**src/rtl/lsu_sequencer_if.sv**
```systemverilog
// Data-bus interface between the load/store sequencer and the memory system.
//   o_bus_req   : beat request, held with address/enables/data until acked
//   o_bus_addr  : word-aligned byte address (bits [1:0] always zero)
//   o_bus_we    : per-byte write enables, all zero for loads
//   o_bus_wdata : write data, already rotated into its byte lanes
//   i_bus_ack   : beat acknowledge; read data valid in the same cycle
//   i_bus_rdata : read data
// Signal names carry the direction as seen from the sequencer.
interface lsu_sequencer_if #(
  parameter int unsigned ADDR_W = 32
) ();

  logic              o_bus_req;
  logic [ADDR_W-1:0] o_bus_addr;
  logic [3:0]        o_bus_we;
  logic [31:0]       o_bus_wdata;
  logic              i_bus_ack;
  logic [31:0]       i_bus_rdata;

  modport master (
    output o_bus_req,
    output o_bus_addr,
    output o_bus_we,
    output o_bus_wdata,
    input  i_bus_ack,
    input  i_bus_rdata
  );

  modport slave (
    input  o_bus_req,
    input  o_bus_addr,
    input  o_bus_we,
    input  o_bus_wdata,
    output i_bus_ack,
    output i_bus_rdata
  );

endinterface

```
**src/rtl/lsu_sequencer.sv**
```systemverilog
// Load/store sequencer between the CPU memory stage and a word-wide data bus.
// Runs one byte/halfword/word access at a time, splitting misaligned accesses
// into two aligned beats and formatting load data into a register-ready word.
//   i_clk, i_rst_n : clock (rising edge), asynchronous active-low reset
//   i_req          : request, sampled only while idle
//   i_we           : 1 = store, 0 = load
//   i_addr         : byte address
//   i_wdata        : store data, LSB-aligned
//   i_length       : 0 byte, 1 halfword, 2 word, 3 illegal
//   i_signed       : sign-extend byte/halfword load results
//   o_busy         : high whenever not idle (pipeline stall)
//   o_done         : one-cycle completion pulse
//   o_err          : one-cycle pulse with o_done for an illegal length
//   o_rdata        : load result, held until the next load completes
//   bus            : data-bus master port
module lsu_sequencer #(
  parameter int unsigned ADDR_W = 32
) (
  input  logic              i_clk,
  input  logic              i_rst_n,
  input  logic              i_req,
  input  logic              i_we,
  input  logic [ADDR_W-1:0] i_addr,
  input  logic [31:0]       i_wdata,
  input  logic [1:0]        i_length,
  input  logic              i_signed,
  output logic              o_busy,
  output logic              o_done,
  output logic              o_err,
  output logic [31:0]       o_rdata,
  lsu_sequencer_if.master   bus
);

  typedef enum logic [1:0] {StIdle, StBeat0, StBeat1} state_e;

  state_e      state_q;
  logic        we_q;
  logic [1:0]  off_q;
  logic [1:0]  len_q;
  logic        sgn_q;
  logic [7:0]  mask_q;
  logic [31:0] lo_q;

  logic [3:0]  base_mask;
  logic [7:0]  req_mask;

  // Byte mask over two adjacent words; the upper nibble is the second beat.
  always_comb begin
    base_mask = 4'b1111;
    case (i_length)
      2'd0:    base_mask = 4'b0001;
      2'd1:    base_mask = 4'b0011;
      default: base_mask = 4'b1111;
    endcase
    req_mask = {4'b0000, base_mask} << i_addr[1:0];
  end

  assign o_busy = (state_q != StIdle);

  // Rotate store data into its byte lanes; both beats reuse the same word.
  function automatic logic [31:0] rotl_bytes(input logic [31:0] d, input logic [1:0] off);
    logic [63:0] dd;
    dd = {d, d} << {off, 3'b000};
    return dd[63:32];
  endfunction

  function automatic logic [31:0] format_load(input logic [63:0] hi_lo, input logic [1:0] off,
                                              input logic [1:0] len, input logic sgn);
    logic [63:0] sh;
    logic [31:0] w;
    sh = hi_lo >> {off, 3'b000};
    w  = sh[31:0];
    case (len)
      2'd0:    return sgn ? {{24{w[7]}}, w[7:0]} : {24'h0, w[7:0]};
      2'd1:    return sgn ? {{16{w[15]}}, w[15:0]} : {16'h0, w[15:0]};
      default: return w;
    endcase
  endfunction

  always_ff @(posedge i_clk or negedge i_rst_n) begin
    if (!i_rst_n) begin
      state_q         <= StIdle;
      we_q            <= 1'b0;
      off_q           <= 2'd0;
      len_q           <= 2'd0;
      sgn_q           <= 1'b0;
      mask_q          <= 8'h00;
      lo_q            <= 32'h0;
      o_done          <= 1'b0;
      o_err           <= 1'b0;
      o_rdata         <= 32'h0;
      bus.o_bus_req   <= 1'b0;
      bus.o_bus_addr  <= '0;
      bus.o_bus_we    <= 4'b0000;
      bus.o_bus_wdata <= 32'h0;
    end else begin
      o_done <= 1'b0;
      o_err  <= 1'b0;
      unique case (state_q)
        StIdle: begin
          if (i_req) begin
            we_q   <= i_we;
            off_q  <= i_addr[1:0];
            len_q  <= i_length;
            sgn_q  <= i_signed;
            mask_q <= req_mask;
            if (i_length == 2'd3) begin
              // Illegal length: report immediately, never touch the bus.
              o_done <= 1'b1;
              o_err  <= 1'b1;
            end else begin
              state_q         <= StBeat0;
              bus.o_bus_req   <= 1'b1;
              bus.o_bus_addr  <= {i_addr[ADDR_W-1:2], 2'b00};
              bus.o_bus_we    <= i_we ? req_mask[3:0] : 4'b0000;
              bus.o_bus_wdata <= rotl_bytes(i_wdata, i_addr[1:0]);
            end
          end
        end
        StBeat0: begin
          if (bus.i_bus_ack) begin
            lo_q <= bus.i_bus_rdata;
            if (mask_q[7:4] != 4'b0000) begin
              // Keep the request asserted so the second beat follows without a gap.
              state_q        <= StBeat1;
              bus.o_bus_addr <= bus.o_bus_addr + ADDR_W'(4);
              bus.o_bus_we   <= we_q ? mask_q[7:4] : 4'b0000;
            end else begin
              state_q       <= StIdle;
              bus.o_bus_req <= 1'b0;
              o_done        <= 1'b1;
              if (!we_q) o_rdata <= format_load({32'h0, bus.i_bus_rdata}, off_q, len_q, sgn_q);
            end
          end
        end
        StBeat1: begin
          if (bus.i_bus_ack) begin
            state_q       <= StIdle;
            bus.o_bus_req <= 1'b0;
            o_done        <= 1'b1;
            if (!we_q) o_rdata <= format_load({bus.i_bus_rdata, lo_q}, off_q, len_q, sgn_q);
          end
        end
        default: state_q <= StIdle;
      endcase
    end
  end

endmodule

```
**src/flat_wrapper.sv**
```systemverilog
// flat-port wrapper written by rule: the top's interface ports become plain ports
module lsu_sequencer_flat 
#(
  parameter int unsigned ADDR_W = 32
)
  (i_clk, i_rst_n, i_req, i_we, i_addr, i_wdata, i_length, i_signed, o_busy, o_done, o_err, o_rdata, bus_o_bus_req, bus_o_bus_addr, bus_o_bus_we, bus_o_bus_wdata, bus_i_bus_ack, bus_i_bus_rdata);
  lsu_sequencer_if #(.ADDR_W(ADDR_W)) bus_i ();
  input  logic i_clk;
  input  logic i_rst_n;
  input  logic i_req;
  input  logic i_we;
  input  logic [ADDR_W-1:0] i_addr;
  input  logic [31:0] i_wdata;
  input  logic [1:0] i_length;
  input  logic i_signed;
  output logic o_busy;
  output logic o_done;
  output logic o_err;
  output logic [31:0] o_rdata;
  output wire logic [$bits(bus_i.o_bus_req)-1:0] bus_o_bus_req;
  output wire logic [$bits(bus_i.o_bus_addr)-1:0] bus_o_bus_addr;
  output wire logic [$bits(bus_i.o_bus_we)-1:0] bus_o_bus_we;
  output wire logic [$bits(bus_i.o_bus_wdata)-1:0] bus_o_bus_wdata;
  input wire logic [$bits(bus_i.i_bus_ack)-1:0] bus_i_bus_ack;
  input wire logic [$bits(bus_i.i_bus_rdata)-1:0] bus_i_bus_rdata;
  assign bus_o_bus_req = bus_i.o_bus_req;
  assign bus_o_bus_addr = bus_i.o_bus_addr;
  assign bus_o_bus_we = bus_i.o_bus_we;
  assign bus_o_bus_wdata = bus_i.o_bus_wdata;
  assign bus_i.i_bus_ack = bus_i_bus_ack;
  assign bus_i.i_bus_rdata = bus_i_bus_rdata;
  lsu_sequencer #(.ADDR_W(ADDR_W)) u_core (.i_clk(i_clk), .i_rst_n(i_rst_n), .i_req(i_req), .i_we(i_we), .i_addr(i_addr), .i_wdata(i_wdata), .i_length(i_length), .i_signed(i_signed), .o_busy(o_busy), .o_done(o_done), .o_err(o_err), .o_rdata(o_rdata), .bus(bus_i));
endmodule
```
**config.mk**
```make
export PLATFORM = sky130hd
export DESIGN_NAME = lsu_sequencer_flat
export DESIGN_NICKNAME = d
export VERILOG_FILES = /design/src/rtl/lsu_sequencer_if.sv /design/src/rtl/lsu_sequencer.sv /design/src/flat_wrapper.sv
export SDC_FILE = /design/constraint.sdc
export NUM_CORES = 1
export LEC_CHECK = 0
export CORE_MARGIN = 4
export CORE_UTILIZATION = 46
export DETAILED_ROUTE_END_ITERATION = 6
export HOLD_SLACK_MARGIN = 0.02
export PLACE_DENSITY = 0.8
export REMOVE_ABC_BUFFERS = 1
export SETUP_SLACK_MARGIN = 0.05
export SYNTH_ARGS = -nofsm -noshare
export SYNTH_HDL_FRONTEND = slang
export SYNTH_SLANG_ARGS = --single-unit
```
**constraint.sdc**
```tcl
create_clock -name i_clk -period 2.2 [get_ports i_clk]
set_input_delay 0.44 -clock i_clk [delete_from_list [all_inputs] [get_ports i_clk]]
set_output_delay 0.44 -clock i_clk [all_outputs]
set_load 0.02 [all_outputs]
```
Word-level counts from Yosys, hierarchy flattened --
Cells that the tools add are included.
Cells by class: equality and inequality tests 13, reduce and logical (&&, ||, !) cells 15, muxes and demuxes 44, add/subtract/negate cells 1, bitwise operators 1, shifts and indexed selects 4
Operators by type and width (count):
- 2-to-1 mux 32 bit | 13
- case mux 32 bit (2 select lines) | 4
- left shift 64 x 5 -> 64 bit | 1
- >> shifter 64 x 5 -> 32 bit | 1
- adder 32 x 3 -> 32 bit (second input constant) | 1
- >> shifter 32 x 5 -> 32 bit | 1
- 2-to-1 mux 4 bit | 6
- case mux 4 bit (2 select lines) | 2
- != test 2 bit (second input constant) | 7
- AND reduction 6 bit | 2
- 2-to-1 mux 1 bit | 11
- 2-to-1 mux 2 bit | 5
- left shift 4 x 2 -> 8 bit | 1
- == test 2 x 1 -> 1 bit (second input constant) | 3
- logical NOT 2 bit | 3
- case mux 1 bit (3 select lines) | 2
- case mux 2 bit (3 select lines) | 1
- nonzero test 2 bit | 3
- AND reduction 5 bit | 1
- == test 2 bit (second input constant) | 2
- AND reduction 2 bit | 2
- AND reduction 4 bit | 1
- nonzero test 4 bit | 1
- AND reduction 3 bit | 1
- other kinds (3) | 3
Storage, ports and cells: logic and storage cells 92, output and inout port bits 104, bits in registers 151, input bits 104

Longest topological paths before layout --
word-level depth 7, depth in mapped cells 10, mapped depth without buffers 7

Least setup slack after synthesis --
OpenSTA, ideal clock, no wires.
path kind flip-flop to flip-flop, start reg u_core.state_q[0], end reg u_core.bus.o_bus_wdata[10], buffers on the path 2, period minus slack after synthesis 2.154 ns, stages on the path, launching flop included 8, arrival time 2.030 ns, path slack 0.046 ns, cells stage by stage dfrtp_1 -> inv_1 -> ha_1 -> clkbuf_1 -> nand2_1 -> a21oi_1 -> clkbuf_1 -> mux2_2
Between the ends: word-level cells in the longest chain between the ends 2
Ends and longest elaborated chain:
- from (decl) | RTL line lsu_sequencer.sv:36 | state_e state_q;
- from (signal assigned) | RTL line lsu_sequencer.sv:82 | state_q <= StIdle;
- from (signal assigned) | RTL line lsu_sequencer.sv:112 | state_q <= StBeat0;
- from (signal assigned) | RTL line lsu_sequencer.sv:125 | state_q <= StBeat1;
- logical NOT 2 bit | RTL line lsu_sequencer.sv:99 | unique case (state_q)
- AND reduction 3 bit (no line)
- to (signal assigned) | RTL line lsu_sequencer.sv:116 | bus.o_bus_wdata <= rotl_bytes(i_wdata, i_addr[1:0]);
- to (decl) | RTL line lsu_sequencer_if.sv:24 | output o_bus_wdata,
No other way between the ends. A chain may end at the register's enable or synchronous reset.

Worst setup path in the final report --
start reg u_core.state_q[0], end reg u_core.bus.o_bus_addr[12]
Between the ends: word-level cells in the longest chain between the ends 3
Ends and longest elaborated chain:
- == test 2 x 1 -> 1 bit or logical NOT 2 bit (tied branches)
- != test 2 x 1 -> 1 bit (no line), or another cell as far along
- AND reduction 5 bit (no line)
- to (signal assigned) | RTL line lsu_sequencer.sv:114 | bus.o_bus_addr <= {i_addr[ADDR_W-1:2], 2'b00};
- to (signal assigned) | RTL line lsu_sequencer.sv:126 | bus.o_bus_addr <= bus.o_bus_addr + ADDR_W'(4);
- to (decl) | RTL line lsu_sequencer_if.sv:22 | output o_bus_addr,
Several ways; a longest one is shown, not always the timed one.

==> results.md <==
- For this run, the leading register cell type out of synthesis is dfrtp_1.
- The TritonCTS sink count is 144.
- For the worst-skew pair, the clock arrives at the later sink with an insertion delay of between 400 and 500 ps.
- The fraction of synthesized cell area taken by the top area cell type is between 40% and 50%.
- The final-report hold violation count is 0.
- The slew of the pin with the lowest slew margin is about 740 ps.
- The number of distinct library cells after synthesis is 61.
- In this run the standard cell core region covers between 15,000 and 20,000 sq um.
- The top cell types in the final layout, fill and taps aside, are 200 x clkdlybuf4s50_1, 140 x dfrtp_1, 107 x nand2_1.
- The final setup TNS is 0 ps.
- The horizontal extent of the die is ~150 um.
- The number of antenna diodes in the final layout is 0.
- The area added between synthesis and finish is 39.5%.
- The count of nets left with antenna violations once routing finished came out at 0.
- Counting every instance in the synthesized netlist gives about 800.
- The initial antenna violation count is 0.
- For this run, the top clock speed supported by timing is about 470 MHz.
- The most critical setup path has its endpoint at u_core.bus.o_bus_addr[12].
- The share of synthesized flip-flops with an asynchronous set or reset is 100%.
- For the finished layout, the period the worst path requires is about 2100 ps.
- On the final layout, the worst clock skew is 8.74 ps.
- For this run the aggregate overflow at the end of global routing stands at 0.
- The most congested layer reported by global routing is met2.
- Global routing used a little under a third of the available met1 tracks.
- The dominant cell type by area after synthesis is dfrtp_1.
- The critical path starts at u_core.state_q[0].
- Entering global routing, the biggest net connects 65 pins.
- The data arrival at the endpoint of the critical path is 2470 ps.
- The maximum net fanout on the critical path is 8.
- The library cell used most frequently in the layout, excluding fill and tap cells, is clkdlybuf4s50_1.
- The die covers 21,200 sq um.
- The post-synthesis sequential area ratio is just over 40%.
- The number of clock buffers added by TritonCTS is 17.
- The cell row count is 50.
- The number of setup violations in the final report is 0.
- After detailed routing, the number of vias per cell comes to between 5 and 6.
- After detailed routing, the number of remaining DRC violations is 0.
- Global routing used 23.2% of the available tracks.
- The starting density of the core is around 47%.
- The class of the tightest hold or removal check is primary input to register.
- The clock tree from TritonCTS is done.
- The worst-case clock buffer depth is 2.
- Routability-driven placement finished with a final weighted congestion of roughly 0.9.
- Setup repair after global routing could not meet its margin everywhere.
- The cell at the root of the clock tree is clkbuf_16.
- The number of global-route vias before repair is roughly 7,700.
- The number of pins with negative max-slew slack in the final report is 0.
- The worst path uses a little over nine tenths of the clock period.
- The analysis attributes to cell leakage a power of around 5 nW.
- The net count of the finished layout is roughly 1,200.
- The max capacitance violation total is 0.
- IR analysis of the VDD net gives a maximum drop of between 0.7 and 0.8 mV.
- A synthesized cell averages roughly 11 sq um.
- The worst setup path is captured at a register.
- The clock tree synthesis step divided the H-tree into 4 levels.
- The area of the mapped netlist is 8690 sq um.
- The detailed router finished its first iteration with 641 violations.
- The count of cells along the worst register-to-register path is 7.
- The number of flops mapped to enable cells by yosys is 0.
- The average wire per standard cell is roughly 19 um.
- The number of vias in the routed layout is slightly below 8,000.
- The first global-routing pass estimated 40,100 um of wire.
- The type of element launching the critical path is a register.
- For this run, global-route usage on met2 was measured as a little under two fifths.
- Clock-pin slew was measured on the worst setup and hold paths at 60 ps.
- The startpoint identified for the worst register-to-register timing path is u_core.state_q[0].
- Of the cells placed in the final design, the portion with a size suffix greater than 1 is 23.6%.
- After synthesis the netlist holds a flip-flop and latch count of ~140.
- The critical path in this run is classified as register to register.
- At the worst endpoint, the required time is about 2600 ps.
- The number of input and output port buffers inserted is between 200 and 250.
- During I/O placement, the number of pins put on the boundary was about 210.
- Yosys printed 0 warnings.
- Global routing used under 10% of the available met3 tracks.
- For flop-to-flop paths, the worst setup slack is ~92 ps.
- The tightest hold path in the finished design has a slack of 441 ps.
- The first TritonRoute pass finished after 5 iterations.
- The run finished with clean final reports.
- Ranked by total cell area, the synthesized netlist is headed by dfrtp_1 41%, mux2_2 10%, mux4_2 10%.
- For this design the ratio of total power to cell area is 1490 nW/um^2.
- The total wire length after detailed routing is 24,900 um.
- Measured against its own limit, the worst slew margin works out to 50.9%.
- In this run the vertical extent of the chip is between 100 and 150 um.
- The sum of net half-perimeters after detailed placement is between 15,000 and 20,000 um.
- In this run the critical register-to-register path is captured at u_core.bus.o_bus_addr[12].
routing by layer:
metal / part of all wire, % / vias to the layer above
met2: 49 / 328
met1: 42 / 3795
met5: 0 / -
met3: 6.6 / 51
li1: - / 3551
met4: 2.7 / 0
layout make-up:
cell class | instances | area (sq um)
Clock inverter | 14 | 166
Inverter | 12 | 45.0
Multi-Input combinational cell | 601 | 4840
Tap cell | 234 | 293
Timing Repair Buffer | 272 | 2730
Sequential cell | 144 | 3610
Clock buffer | 18 | 439
Fill cell | 1432 | 6520
metrics by stage:
step / power [mW] / util (%) / area, sq um / std cells / worst slack, ps
2_1_floorplan: 10.6 / - / 8420 / 757 / -1560
3_3_place_gp: 14.6 / 61.1 / 11400 / 1257 / -359
3_5_place_dp: 14.9 / 61.1 / 11400 / 1257 / -397
4_1_cts: 17.9 / 64.5 / 12000 / 1291 / 53.3
5_1_grt: 19.1 / 65.1 / 12100 / 1295 / 35.5
6_report: 18.0 / 65.1 / 12100 / 1295 / 91.7
flip-flops by register name (all words and copies together), names as in the netlist, 2 cells and up:
| signal | count |
|---|---|
| u_core.bus.o_bus_we | 4 |
| u_core.lo_q | 32 |
| u_core.off_q | 2 |
| u_core.len_q | 2 |
| u_core.mask_q | 3 |
| u_core.bus.o_bus_wdata | 32 |
| u_core.state_q | 2 |
| u_core.o_rdata | 32 |
| u_core.bus.o_bus_addr | 30 |
how the worst min path moves through the flow:
stage / cells past startpoint / to / slack, ps / start
final: 2 / u_core.lo_q[7] / 440 / bus_i_bus_rdata[7]
after global placement: 1 / u_core.lo_q[2] / 440 / i_rst_n
after floorplan: 0 / u_core.bus.o_bus_addr[10] / 140 / i_rst_n
after CTS: 2 / u_core.bus.o_bus_we[1] / 490 / u_core.bus.o_bus_we[1]
after global routing: 2 / u_core.lo_q[7] / 480 / bus_i_bus_rdata[7]
after detailed placement: 1 / u_core.lo_q[2] / 440 / i_rst_n
logic make-up (layout without fill, tap and decap cells):
family                     after synthesis  after routing  synth area share (%)
AOI/OAI and AO/OA                      176            176                  14.1
adders and majority gates                5              5                 0.720
buffers and inverters                   77            316                  3.71
DFF                                    144            144                  41.5
muxes                                  176            176                  27.2
other                                    1              2                0.0431
and+or+nand+nor                        242            242                  12.8
repair_timing:
| action | 4_1_cts | 5_1_grt |
|---|---|---|
| pin swaps | 1 | 1 |
| endpoints found under the setup margin | 28 | 42 |
| gates cloned | 0 | 1 |
| hold endpoints to repair | 50 | 0 |
| resized for setup | 5 | 15 |
| buffers inserted | 1 | 3 |
| hold buffers | 1 | 0 |
critical path, cell delays in order, from the launching register on:
cell     delay, ps
dfrtp_2        450
ha_4           190
nor4b_2        150
buf_4          150
a211o_4        320
or4_4          490
a21oi_2        160
a221o_1        130
power by group:
part | switching [mW] | internal (mW) | total [mW]
logic | 4.94 | 4.92 | 9.85
clock network | 1.17 | 1.81 | 2.97
registers | 1.22 | 3.99 | 5.21
Yosys cell counts (all sizes together), types with 3 or more instances:
| library cell | n |
|---|---|
| a22oi | 10 |
| and3 | 7 |
| a221o | 6 |
| nand3 | 31 |
| nand2 | 107 |
| a31oi | 15 |
| o21ai | 30 |
| mux2i | 56 |
| inv | 11 |
| nor2b | 4 |
| clkbuf | 38 |
| o211ai | 14 |
| a211oi | 12 |
| o221a | 8 |
| mux2 | 80 |
| ha | 5 |
| nor4 | 5 |
| o22ai | 12 |
| a211o | 3 |
| dfrtp | 144 |
| a21oi | 36 |
| a22o | 5 |
| and4 | 4 |
| buf | 27 |
| mux4 | 40 |
| a32o | 6 |
| nor2 | 46 |
| nor3 | 18 |
| nand4 | 6 |
| o21a | 4 |
| a21o | 4 |
(Power assumes the default switching activity.)
